`src/rtl/mem_arbiter_2to1_pkg.sv`:
```
// mem_pkg: shared types and constants for the 2:1 memory arbiter.
//   state_t  - arbiter FSM states
//   GNT_*    - grant ids, also the bit positions in the one-hot grant vector
//   *_W      - default bus widths
package mem_pkg;

   localparam int ADDR_W = 32;
   localparam int DATA_W = 32;
   localparam int MASK_W = 32;

   localparam logic GNT_IFU = 1'b0;
   localparam logic GNT_LSU = 1'b1;

   typedef enum logic [1:0] {
      IDLE    = 2'd0,
      RESP_IF = 2'd1,
      RESP_LS = 2'd2
   } state_t;

endpackage

```
`src/rtl/mem_arbiter_2to1_if.sv`:
```
// Bundle of the IFU, LSU and RAM-side handshake/bus signals.
//   slave  - the arbiter's view (requests and mem_rdata in; responses, readies
//            and memory strobes out)
//   master - the environment's view (requesters plus RAM wrapper)
interface mem_arbiter_2to1_if #(
   parameter int ADDR_W = 32,
   parameter int DATA_W = 32,
   parameter int MASK_W = 32
) ();
   logic              ifu_req_valid;
   logic              ifu_req_ready;
   logic [ADDR_W-1:0] ifu_req_addr;
   logic              ifu_resp_valid;
   logic              ifu_resp_ready;
   logic [DATA_W-1:0] ifu_resp_rdata;

   logic              lsu_req_valid;
   logic              lsu_req_ready;
   logic              lsu_req_wen;
   logic [ADDR_W-1:0] lsu_req_addr;
   logic [MASK_W-1:0] lsu_req_wmask;
   logic [DATA_W-1:0] lsu_req_wdata;
   logic              lsu_resp_valid;
   logic              lsu_resp_ready;
   logic [DATA_W-1:0] lsu_resp_rdata;

   logic              mem_ren;
   logic [ADDR_W-1:0] mem_raddr;
   logic [DATA_W-1:0] mem_rdata;
   logic              mem_wen;
   logic [ADDR_W-1:0] mem_waddr;
   logic [MASK_W-1:0] mem_wmask;
   logic [DATA_W-1:0] mem_wdata;

   modport slave (
      input  ifu_req_valid, ifu_req_addr, ifu_resp_ready,
      input  lsu_req_valid, lsu_req_wen, lsu_req_addr, lsu_req_wmask, lsu_req_wdata,
      input  lsu_resp_ready, mem_rdata,
      output ifu_req_ready, ifu_resp_valid, ifu_resp_rdata,
      output lsu_req_ready, lsu_resp_valid, lsu_resp_rdata,
      output mem_ren, mem_raddr, mem_wen, mem_waddr, mem_wmask, mem_wdata
   );

   modport master (
      output ifu_req_valid, ifu_req_addr, ifu_resp_ready,
      output lsu_req_valid, lsu_req_wen, lsu_req_addr, lsu_req_wmask, lsu_req_wdata,
      output lsu_resp_ready, mem_rdata,
      input  ifu_req_ready, ifu_resp_valid, ifu_resp_rdata,
      input  lsu_req_ready, lsu_resp_valid, lsu_resp_rdata,
      input  mem_ren, mem_raddr, mem_wen, mem_waddr, mem_wmask, mem_wdata
   );
endinterface

```
`src/rtl/mem_arbiter_2to1_rr_arb2.sv`:
```
// rr_arb2: two-input round-robin grant.
//   i_valid      - request valids, bit GNT_IFU / bit GNT_LSU
//   i_last_grant - id of the most recently accepted requester
//   i_en         - grant enable (arbiter idle and out of reset)
//   o_gnt        - one-hot grant, zero when disabled or nothing requested
//   o_gnt_id     - id of the winner (only meaningful when o_gnt != 0)
module rr_arb2
   import mem_pkg::*;
(
   input  logic [1:0] i_valid,
   input  logic       i_last_grant,
   input  logic       i_en,
   output logic [1:0] o_gnt,
   output logic       o_gnt_id
);

   // On a tie the requester that did not go last wins; otherwise the lone
   // valid wins regardless of history.
   assign o_gnt_id = (&i_valid) ? ~i_last_grant : i_valid[GNT_LSU];
   assign o_gnt    = (i_en && (|i_valid)) ? (2'b01 << o_gnt_id) : 2'b00;

endmodule

```
`src/rtl/mem_arbiter_2to1.sv`:
```
// mem_arbiter_2to1: shares one single-issue memory port between the IFU
// (reads only) and the LSU (loads and stores). Round-robin grant, one
// transaction outstanding, one-cycle memory read latency.
//   clock, reset_n - clock and asynchronous active-low reset
//   bus            - IFU/LSU request+response handshakes and RAM port
module mem_arbiter_2to1
   import mem_pkg::*;
#(
   parameter int ADDR_W = mem_pkg::ADDR_W,
   parameter int DATA_W = mem_pkg::DATA_W,
   parameter int MASK_W = mem_pkg::MASK_W
) (
   input  logic               clock,
   input  logic               reset_n,
   mem_arbiter_2to1_if.slave  bus
);

   state_t            r_state;
   logic              r_last_grant;
   logic              r_first;     // first response cycle: RAM data is live
   logic              r_is_store;  // response is a store ack
   logic [DATA_W-1:0] r_rdata_q;

   logic [1:0]        w_gnt;
   logic              w_gnt_id;
   logic              w_en;
   logic              w_ifu_acc;
   logic              w_lsu_rd;
   logic              w_lsu_st;
   logic              w_take;
   logic [DATA_W-1:0] w_resp_data;

   // Readies must stay low while reset is held, so the enable includes it.
   assign w_en = (r_state == IDLE) && reset_n;

   rr_arb2 u_rr_arb2 (
      .i_valid      ({bus.lsu_req_valid, bus.ifu_req_valid}),
      .i_last_grant (r_last_grant),
      .i_en         (w_en),
      .o_gnt        (w_gnt),
      .o_gnt_id     (w_gnt_id)
   );

   assign bus.ifu_req_ready = w_gnt[GNT_IFU];
   assign bus.lsu_req_ready = w_gnt[GNT_LSU];

   assign w_ifu_acc = w_gnt[GNT_IFU];
   assign w_lsu_rd  = w_gnt[GNT_LSU] & ~bus.lsu_req_wen;
   assign w_lsu_st  = w_gnt[GNT_LSU] &  bus.lsu_req_wen;

   // Memory side is driven straight from the accepted request; buses are
   // zeroed whenever their strobe is low.
   assign bus.mem_ren   = w_ifu_acc | w_lsu_rd;
   assign bus.mem_raddr = w_ifu_acc ? bus.ifu_req_addr :
                          w_lsu_rd  ? bus.lsu_req_addr : '0;
   assign bus.mem_wen   = w_lsu_st;
   assign bus.mem_waddr = w_lsu_st ? bus.lsu_req_addr  : '0;
   assign bus.mem_wmask = w_lsu_st ? bus.lsu_req_wmask : '0;
   assign bus.mem_wdata = w_lsu_st ? bus.lsu_req_wdata : '0;

   // RAM data is only valid in the first response cycle; afterwards the
   // captured copy is presented so a stalled response stays stable.
   assign w_resp_data = r_first ? (r_is_store ? '0 : bus.mem_rdata) : r_rdata_q;

   assign bus.ifu_resp_valid = (r_state == RESP_IF);
   assign bus.lsu_resp_valid = (r_state == RESP_LS);
   assign bus.ifu_resp_rdata = bus.ifu_resp_valid ? w_resp_data : '0;
   assign bus.lsu_resp_rdata = bus.lsu_resp_valid ? w_resp_data : '0;

   assign w_take = (bus.ifu_resp_valid & bus.ifu_resp_ready) |
                   (bus.lsu_resp_valid & bus.lsu_resp_ready);

   always_ff @(posedge clock or negedge reset_n) begin
      if (!reset_n) begin
         r_state      <= IDLE;
         r_last_grant <= GNT_LSU;
         r_first      <= 1'b0;
         r_is_store   <= 1'b0;
         r_rdata_q    <= '0;
      end else begin
         case (r_state)
            IDLE: begin
               if (|w_gnt) begin
                  r_state      <= (w_gnt_id == GNT_LSU) ? RESP_LS : RESP_IF;
                  r_last_grant <= w_gnt_id;
                  r_first      <= 1'b1;
                  r_is_store   <= w_lsu_st;
               end
            end
            RESP_IF, RESP_LS: begin
               r_first <= 1'b0;
               if (r_first) r_rdata_q <= w_resp_data;
               if (w_take)  r_state   <= IDLE;
            end
            default: r_state <= IDLE;
         endcase
      end
   end

endmodule

```
`src/flat_wrapper.sv`:
```
// flat-port wrapper written by rule: the top's interface ports become plain ports
module mem_arbiter_2to1_flat import mem_pkg::*;
#(
   parameter int ADDR_W = mem_pkg::ADDR_W,
   parameter int DATA_W = mem_pkg::DATA_W,
   parameter int MASK_W = mem_pkg::MASK_W
)
  (clock, reset_n, bus_ifu_req_valid, bus_ifu_req_addr, bus_ifu_resp_ready, bus_lsu_req_valid, bus_lsu_req_wen, bus_lsu_req_addr, bus_lsu_req_wmask, bus_lsu_req_wdata, bus_lsu_resp_ready, bus_mem_rdata, bus_ifu_req_ready, bus_ifu_resp_valid, bus_ifu_resp_rdata, bus_lsu_req_ready, bus_lsu_resp_valid, bus_lsu_resp_rdata, bus_mem_ren, bus_mem_raddr, bus_mem_wen, bus_mem_waddr, bus_mem_wmask, bus_mem_wdata);
  mem_arbiter_2to1_if #(.ADDR_W(ADDR_W), .DATA_W(DATA_W), .MASK_W(MASK_W)) bus_i ();
  input  logic clock;
  input  logic reset_n;
  input wire logic [$bits(bus_i.ifu_req_valid)-1:0] bus_ifu_req_valid;
  input wire logic [$bits(bus_i.ifu_req_addr)-1:0] bus_ifu_req_addr;
  input wire logic [$bits(bus_i.ifu_resp_ready)-1:0] bus_ifu_resp_ready;
  input wire logic [$bits(bus_i.lsu_req_valid)-1:0] bus_lsu_req_valid;
  input wire logic [$bits(bus_i.lsu_req_wen)-1:0] bus_lsu_req_wen;
  input wire logic [$bits(bus_i.lsu_req_addr)-1:0] bus_lsu_req_addr;
  input wire logic [$bits(bus_i.lsu_req_wmask)-1:0] bus_lsu_req_wmask;
  input wire logic [$bits(bus_i.lsu_req_wdata)-1:0] bus_lsu_req_wdata;
  input wire logic [$bits(bus_i.lsu_resp_ready)-1:0] bus_lsu_resp_ready;
  input wire logic [$bits(bus_i.mem_rdata)-1:0] bus_mem_rdata;
  output wire logic [$bits(bus_i.ifu_req_ready)-1:0] bus_ifu_req_ready;
  output wire logic [$bits(bus_i.ifu_resp_valid)-1:0] bus_ifu_resp_valid;
  output wire logic [$bits(bus_i.ifu_resp_rdata)-1:0] bus_ifu_resp_rdata;
  output wire logic [$bits(bus_i.lsu_req_ready)-1:0] bus_lsu_req_ready;
  output wire logic [$bits(bus_i.lsu_resp_valid)-1:0] bus_lsu_resp_valid;
  output wire logic [$bits(bus_i.lsu_resp_rdata)-1:0] bus_lsu_resp_rdata;
  output wire logic [$bits(bus_i.mem_ren)-1:0] bus_mem_ren;
  output wire logic [$bits(bus_i.mem_raddr)-1:0] bus_mem_raddr;
  output wire logic [$bits(bus_i.mem_wen)-1:0] bus_mem_wen;
  output wire logic [$bits(bus_i.mem_waddr)-1:0] bus_mem_waddr;
  output wire logic [$bits(bus_i.mem_wmask)-1:0] bus_mem_wmask;
  output wire logic [$bits(bus_i.mem_wdata)-1:0] bus_mem_wdata;
  assign bus_i.ifu_req_valid = bus_ifu_req_valid;
  assign bus_i.ifu_req_addr = bus_ifu_req_addr;
  assign bus_i.ifu_resp_ready = bus_ifu_resp_ready;
  assign bus_i.lsu_req_valid = bus_lsu_req_valid;
  assign bus_i.lsu_req_wen = bus_lsu_req_wen;
  assign bus_i.lsu_req_addr = bus_lsu_req_addr;
  assign bus_i.lsu_req_wmask = bus_lsu_req_wmask;
  assign bus_i.lsu_req_wdata = bus_lsu_req_wdata;
  assign bus_i.lsu_resp_ready = bus_lsu_resp_ready;
  assign bus_i.mem_rdata = bus_mem_rdata;
  assign bus_ifu_req_ready = bus_i.ifu_req_ready;
  assign bus_ifu_resp_valid = bus_i.ifu_resp_valid;
  assign bus_ifu_resp_rdata = bus_i.ifu_resp_rdata;
  assign bus_lsu_req_ready = bus_i.lsu_req_ready;
  assign bus_lsu_resp_valid = bus_i.lsu_resp_valid;
  assign bus_lsu_resp_rdata = bus_i.lsu_resp_rdata;
  assign bus_mem_ren = bus_i.mem_ren;
  assign bus_mem_raddr = bus_i.mem_raddr;
  assign bus_mem_wen = bus_i.mem_wen;
  assign bus_mem_waddr = bus_i.mem_waddr;
  assign bus_mem_wmask = bus_i.mem_wmask;
  assign bus_mem_wdata = bus_i.mem_wdata;
  mem_arbiter_2to1 #(.ADDR_W(ADDR_W), .DATA_W(DATA_W), .MASK_W(MASK_W)) u_core (.clock(clock), .reset_n(reset_n), .bus(bus_i));
endmodule
```
`config.mk`:
```
export PLATFORM = sky130hd
export DESIGN_NAME = mem_arbiter_2to1_flat
export DESIGN_NICKNAME = d
export VERILOG_FILES = /design/src/rtl/mem_arbiter_2to1_pkg.sv /design/src/rtl/mem_arbiter_2to1_if.sv /design/src/rtl/mem_arbiter_2to1_rr_arb2.sv /design/src/rtl/mem_arbiter_2to1.sv /design/src/flat_wrapper.sv
export SDC_FILE = /design/constraint.sdc
export NUM_CORES = 1
export LEC_CHECK = 0
export ABC_CLOCK_PERIOD_IN_PS = 2800
export CAP_MARGIN = 20
export CORE_AREA = 5 5 138 140
export CTS_CLUSTER_DIAMETER = 60
export DETAILED_ROUTE_END_ITERATION = 16
export DIE_AREA = 0 0 143 145
export GPL_ROUTABILITY_DRIVEN = 0
export SYNTH_ARGS = -nofsm -noshare
export SYNTH_HDL_FRONTEND = slang
export SYNTH_SLANG_ARGS = --single-unit
```
`constraint.sdc`:
```
create_clock -name clock -period 2.8 [get_ports clock]
set_input_delay 0.56 -clock clock [delete_from_list [all_inputs] [get_ports clock]]
set_output_delay 0.56 -clock clock [all_outputs]
set_load 0.005 [all_outputs]
```
-- Word-level counts from Yosys, hierarchy flattened
Cells that the tools add are included.
- logic and storage cells: 47
- output and inout port bits: 198
- flip-flop bits (word level): 37
- bitwise operators: 8
- reductions and logical operators: 12
- mux-type cells: 17
- shift-type cells: 1
- eq/ne operators: 4
- operators with widths (cell ; number):
    32-bit 2-to-1 mux ; 9
    2-bit AND reduction ; 5
    2-bit 2-to-1 mux ; 4
    2-bit OR reduction ; 3
    1-bit AND ; 4
    2-bit one-hot mux with 2 select lines ; 1
    2-bit by 1-bit equality test with 1-bit output (second input constant) ; 1
    2-bit equality test (second input constant) ; 1
    1-bit logical AND ; 2
    2-bit logical NOT ; 1
    1-bit 2-to-1 mux ; 2
    2-bit by 1-bit != test with 1-bit output (second input constant) ; 1
    2-bit != test (second input constant) ; 1
    1-bit NOT ; 2
    1-bit OR ; 2
    1-bit one-hot mux with 2 select lines ; 1
    2-bit nonzero test ; 1
    1-bit by 1-bit left shift with 2-bit output (first input constant) ; 1

-- Longest topological paths before layout
- word-level depth: 7
- depth in mapped cells: 8
- depth with buffers taken out: 5

-- Modules after synthesis
Synthesis repeated with hierarchy kept, for this count alone.
- cells, all modules: 409
- area total of the unflattened synthesis: 3438.3 µm²
- by module, submodules not included (module ; seq. area each (µm²) ; cells each ; area an instance (µm²) ; instances):
    mem_arbiter_2to1 ; 927.1 ; 404 ; 3408.3 ; 1
    rr_arb2 ; 0.0 ; 5 ; 30.0 ; 1

-- Worst setup path after synthesis
OpenSTA, ideal clock, no wires.
- path type: register to output
- start: reg u_core.r_state[0]
- end: out bus_mem_waddr[10]
- data arrival time: 1.601 ns
- cell stages (with the launch flop): 9
- setup slack: 0.639 ns
- path through: dfrtp_1 > inv_1 > ha_1 > buf_2 > inv_2 > nor4b_4 > buf_6 > buf_6 > and2_1
- cells in the longest elaborated chain, start to end: 6
- RTL lines (what ; line ; text):
    start: declaration ; mem_arbiter_2to1.sv:18 ; state_t r_state;
    start signal: assignment ; mem_arbiter_2to1.sv:84 ; r_state <= (w_gnt_id == GNT_LSU) ? RESP_LS : RESP_IF;
    2-bit logical NOT ; mem_arbiter_2to1.sv:34 ; assign w_en = (r_state == IDLE) && reset_n;
    1-bit logical AND ; mem_arbiter_2to1.sv:34 ;
    1-bit logical AND ; mem_arbiter_2to1_rr_arb2.sv:20 ; assign o_gnt = (i_en && (|i_valid)) ? (2'b01 << o_gnt_id) : 2'b00;
    2-bit 2-to-1 mux ; mem_arbiter_2to1_rr_arb2.sv:20 ;
    1-bit AND ; mem_arbiter_2to1.sv:49 ; assign w_lsu_st = w_gnt[GNT_LSU] & bus.lsu_req_wen;
    32-bit 2-to-1 mux ; mem_arbiter_2to1.sv:57 ; assign bus.mem_waddr = w_lsu_st ? bus.lsu_req_addr : '0;
    end: declaration ; flat_wrapper.sv:31 ; output wire logic [$bits(bus_i.mem_waddr)-1:0] bus_mem_waddr;
Every way passes these cells.

-- Worst setup path after layout
- start: reg u_core.r_state[0]
- end: out bus_ifu_req_ready
- cells in the longest elaborated chain, start to end: 4
- RTL lines (what ; line ; text):
    2-bit logical NOT ; mem_arbiter_2to1.sv:34 ;
    1-bit logical AND ; mem_arbiter_2to1.sv:34 ;
    1-bit logical AND ; mem_arbiter_2to1_rr_arb2.sv:20 ;
    2-bit 2-to-1 mux ; mem_arbiter_2to1_rr_arb2.sv:20 ;
    end: declaration ; flat_wrapper.sv:22 ; output wire logic [$bits(bus_i.ifu_req_ready)-1:0] bus_ifu_req_ready;
Every way passes these cells.

==> summary.txt <==
Status
  – Status: complete, no violations

Synth
  – Prevailing post-synth register cell: dfrtp_1
  – Mapped Cells: 366
  – Flops & latches, synth: 37
  – Ys async rst share: 1.00
  – EDFF count, synth: 0
  – Sequential area share after synthesis: 0.290
  – Post-Syn Area: 3190 sq um
  – Syn nets: 536
  – Syn Area/Cell: 8.73 sq um
  – Yosys warns: 0
  – Synth unique cells: 28

Worst setup path
  – Crit path max-delay family: buffers and inverters
  – Critical Path RT: 2.24 ns
  – Critical path cell sequence: inv_2 -> ha_4 -> buf_4 -> buf_4 -> nand4_1 -> inv_2 -> buf_12 -> clkdlybuf4s50_1
  – CP arrival: 2.13 ns
  – CP max stage cell: clkdlybuf4s50_1
  – CP startpoint kind: flop
  – Worst Setup End Kind: primary output
  – CP Buf/Inv Count: 6
  – Biggest cell delay along the critical path: 0.52 ns
  – Crit path kind: reg2out
  – Worst-path fanout max: 21

Routing
  – Top sig layer: met5
  – Routed via count: 4,421
  – Met3 wire length: 1900 um
  – Drt initial violations: 174
  – DR DRC count: 0
  – Pre-antenna DRT Iters: 4
  – DR vias/cell: 4.48
  – Drt total wl: 20,800 um
  – DR WL/cell: 21.1 um
  – Metal2 WL: 10,400 um
  – Antenna viol nets, final: 0
  – Wire length on met1: 7930 um

Timing
  – Worst-margin pin slew: 0.630 ns
  – Crit path time final: 2.69 ns
  – Max Freq: 0.372 GHz
  – Final Max Slew Viols: 0
  – Tcrit/Tclk final: 0.960
  – RSZ-0062 raised after global routing: false
  – Final setup viols: 0
  – Final hold violations: 0
  – Slew HR: 0.579
  – Setup Skew: 0.00810 ns
  – Final setup margin: 0.113 ns
  – Setup_tns: 0 ns

Place
  – Setup slack at placement: -0.324 ns
  – Final HPWL DP: 17,100 um
  – IO buf count: 364
  – Placed Cells incl. Taps: 949

Floorplanning
  – Die ar.: 20,700 sq um
  – # IOs: 365
  – Die Y: 145 um
  – Die Span X: 143 um
  – Core box area: 17,700 sq um
  – Starting Density: 0.180
  – Site row count: 49

CTS
  – Clk sinks: 37
  – Clk pin slew, worst setup/hold paths: 0.06 ns
  – Clock Latency Late Sink: 0.28 ns
  – Maximum level of the CTS H-tree: 2
  – Hold_buf cts: 0
  – Num CTS Buffers: 5
  – Root Buffer: clkbuf_16
  – CTS max path bufs: 2
  – CTS tree: done

Global routing
  – Largest net degree at the start of global routing: 35
  – Vias in the first global route: 4,687
  – Initial antenna violation count: 4
  – Grt ovf: 0
  – GR Util All Layers: 0.190
  – First-pass GRT wire length: 30,400 um

Pwr
  – Leakage: 3.77 nW
  – Pwr Density: 541 nW/um^2
  – Max VDD drop: 0.321 mV

Hold path
  – Worst Hold Class: in2async

Finish
  – Number of fill cells: 1,757
  – Area Growth Syn to Fin: 139%
  – Final Non-Filler Cells: 986
  – Diodes inserted: 0
  – Nets: 926
  – Layout cells sized above 1: 0.153

Run
  – Max Cap Violations: 0
==> cell type report <==
type | instances | area (sq um) | share of cell area
Clock buffer | 6 | 129 | 0.0169
Tap cell | 229 | 287 | 0.0375
Sequential cell | 37 | 927 | 0.121
Timing Repair Buffer | 419 | 4080 | 0.534
Inverter | 7 | 28.8 | 0.00377
Clock inverter | 2 | 38.8 | 0.00508
Multi-Input combinational cell | 286 | 2150 | 0.281
==> stage by stage <==
step | hold slack [ns] | area [sq um] | utilization | total power, mW
after floorplan | 0.264 | 3190 | - | 2.05
after global placement | 0.489 | 7240 | 0.408 | 3.34
after detailed placement | 0.492 | 7240 | 0.408 | 3.40
after CTS | 0.303 | 7670 | 0.433 | 4.17
after global routing | 0.305 | 7640 | 0.431 | 4.41
final | 0.309 | 7640 | 0.431 | 4.13
==> path summary, 6_finish.rpt <==
kind	slack, ns	startpoint	to	cells after the start
min in group clock	0.51	u_core.r_rdata_q[3]	u_core.r_rdata_q[3]	1
worst min register to register	0.51	u_core.r_rdata_q[3]	u_core.r_rdata_q[3]	1
max in group asynchronous	1.84	reset_n	u_core.r_rdata_q[10]	3
worst min-delay path	0.31	reset_n	u_core.r_rdata_q[26]	2
worst max-delay path	0.11	u_core.r_state[0]	bus_ifu_req_ready	8
worst max register to register	0.88	u_core.r_state[1]	u_core.r_state[1]	8
==> worst register-to-register path, stage by stage, from the launching register on <==
cell,delay (ns)
dfrtp_1,0.36
inv_2,0.05
buf_4,0.12
buf_4,0.13
ha_1,0.17
buf_4,0.22
a22oi_1,0.45
and2_1,0.22
o22ai_1,0.08
==> state kept, by name (all words and copies together) (netlist names) <==
signal and count:
u_core.r_state 2, u_core.r_rdata_q 32, u_core.r_last_grant 1, u_core.r_is_store 1, u_core.r_first 1
==> metal layers <==
layer	track usage	vias up
met5	0	-
met4	0.0542	8
met3	0.0540	30
met2	0.333	241
met1	0.223	2072
li1	-	2070
==> cell usage after synthesis, types with 2 or more instances <==
cell type | number | area share
ha_1 | 3 | 0.012
inv_1 | 6 | 0.0071
nand2_1 | 4 | 0.0047
buf_6 | 3 | 0.011
nand4_1 | 2 | 0.0039
a22oi_1 | 2 | 0.0047
and2_1 | 157 | 0.31
nor2b_1 | 7 | 0.014
mux2i_1 | 2 | 0.0063
buf_2 | 9 | 0.014
dfrtp_1 | 36 | 0.28
mux2_2 | 2 | 0.0071
o21ai_0 | 3 | 0.0047
clkbuf_1 | 24 | 0.028
a22o_1 | 92 | 0.25
o22ai_1 | 2 | 0.0039
==> power by group <==
part | total, mW | switching (mW) | internal [mW]
logic | 2.61 | 1.12 | 1.49
clock network | 0.649 | 0.227 | 0.422
registers | 0.869 | 0.131 | 0.738
==> cell usage in the layout, fill, tap and decap left out, types with 4 or more instances in the layout <==
cell / n
a22o_1: 88
a22o_4: 4
and2_1: 154
buf_12: 8
buf_2: 9
buf_4: 38
clkbuf_16: 5
clkbuf_2: 20
clkdlybuf4s15_1: 12
clkdlybuf4s15_2: 4
clkdlybuf4s50_1: 230
dfrtp_1: 36
dlygate4sd2_1: 83
dlymetal6s2s_1: 6
inv_2: 4
nor2b_1: 6
==> logic make-up after synthesis <==
family	count (synthesis)	share of synthesized area
AO/OA/AOI/OAI	104	0.277
adder cells (fa/ha/maj)	3	0.0118
buffers and inverters	43	0.0611
flip-flops	37	0.290
multiplexers	4	0.0133
AND/OR/NAND/NOR	175	0.347
==> what timing repair did <==
action | CTS | global route
setup buffers | 21 | 2
endpoints found under the setup margin | 129 | 57
cloned | 6 | 0
pin swaps | 6 | 4
gates resized for setup | 182 | 58
Note: power is estimated with default switching activity, not from simulation.
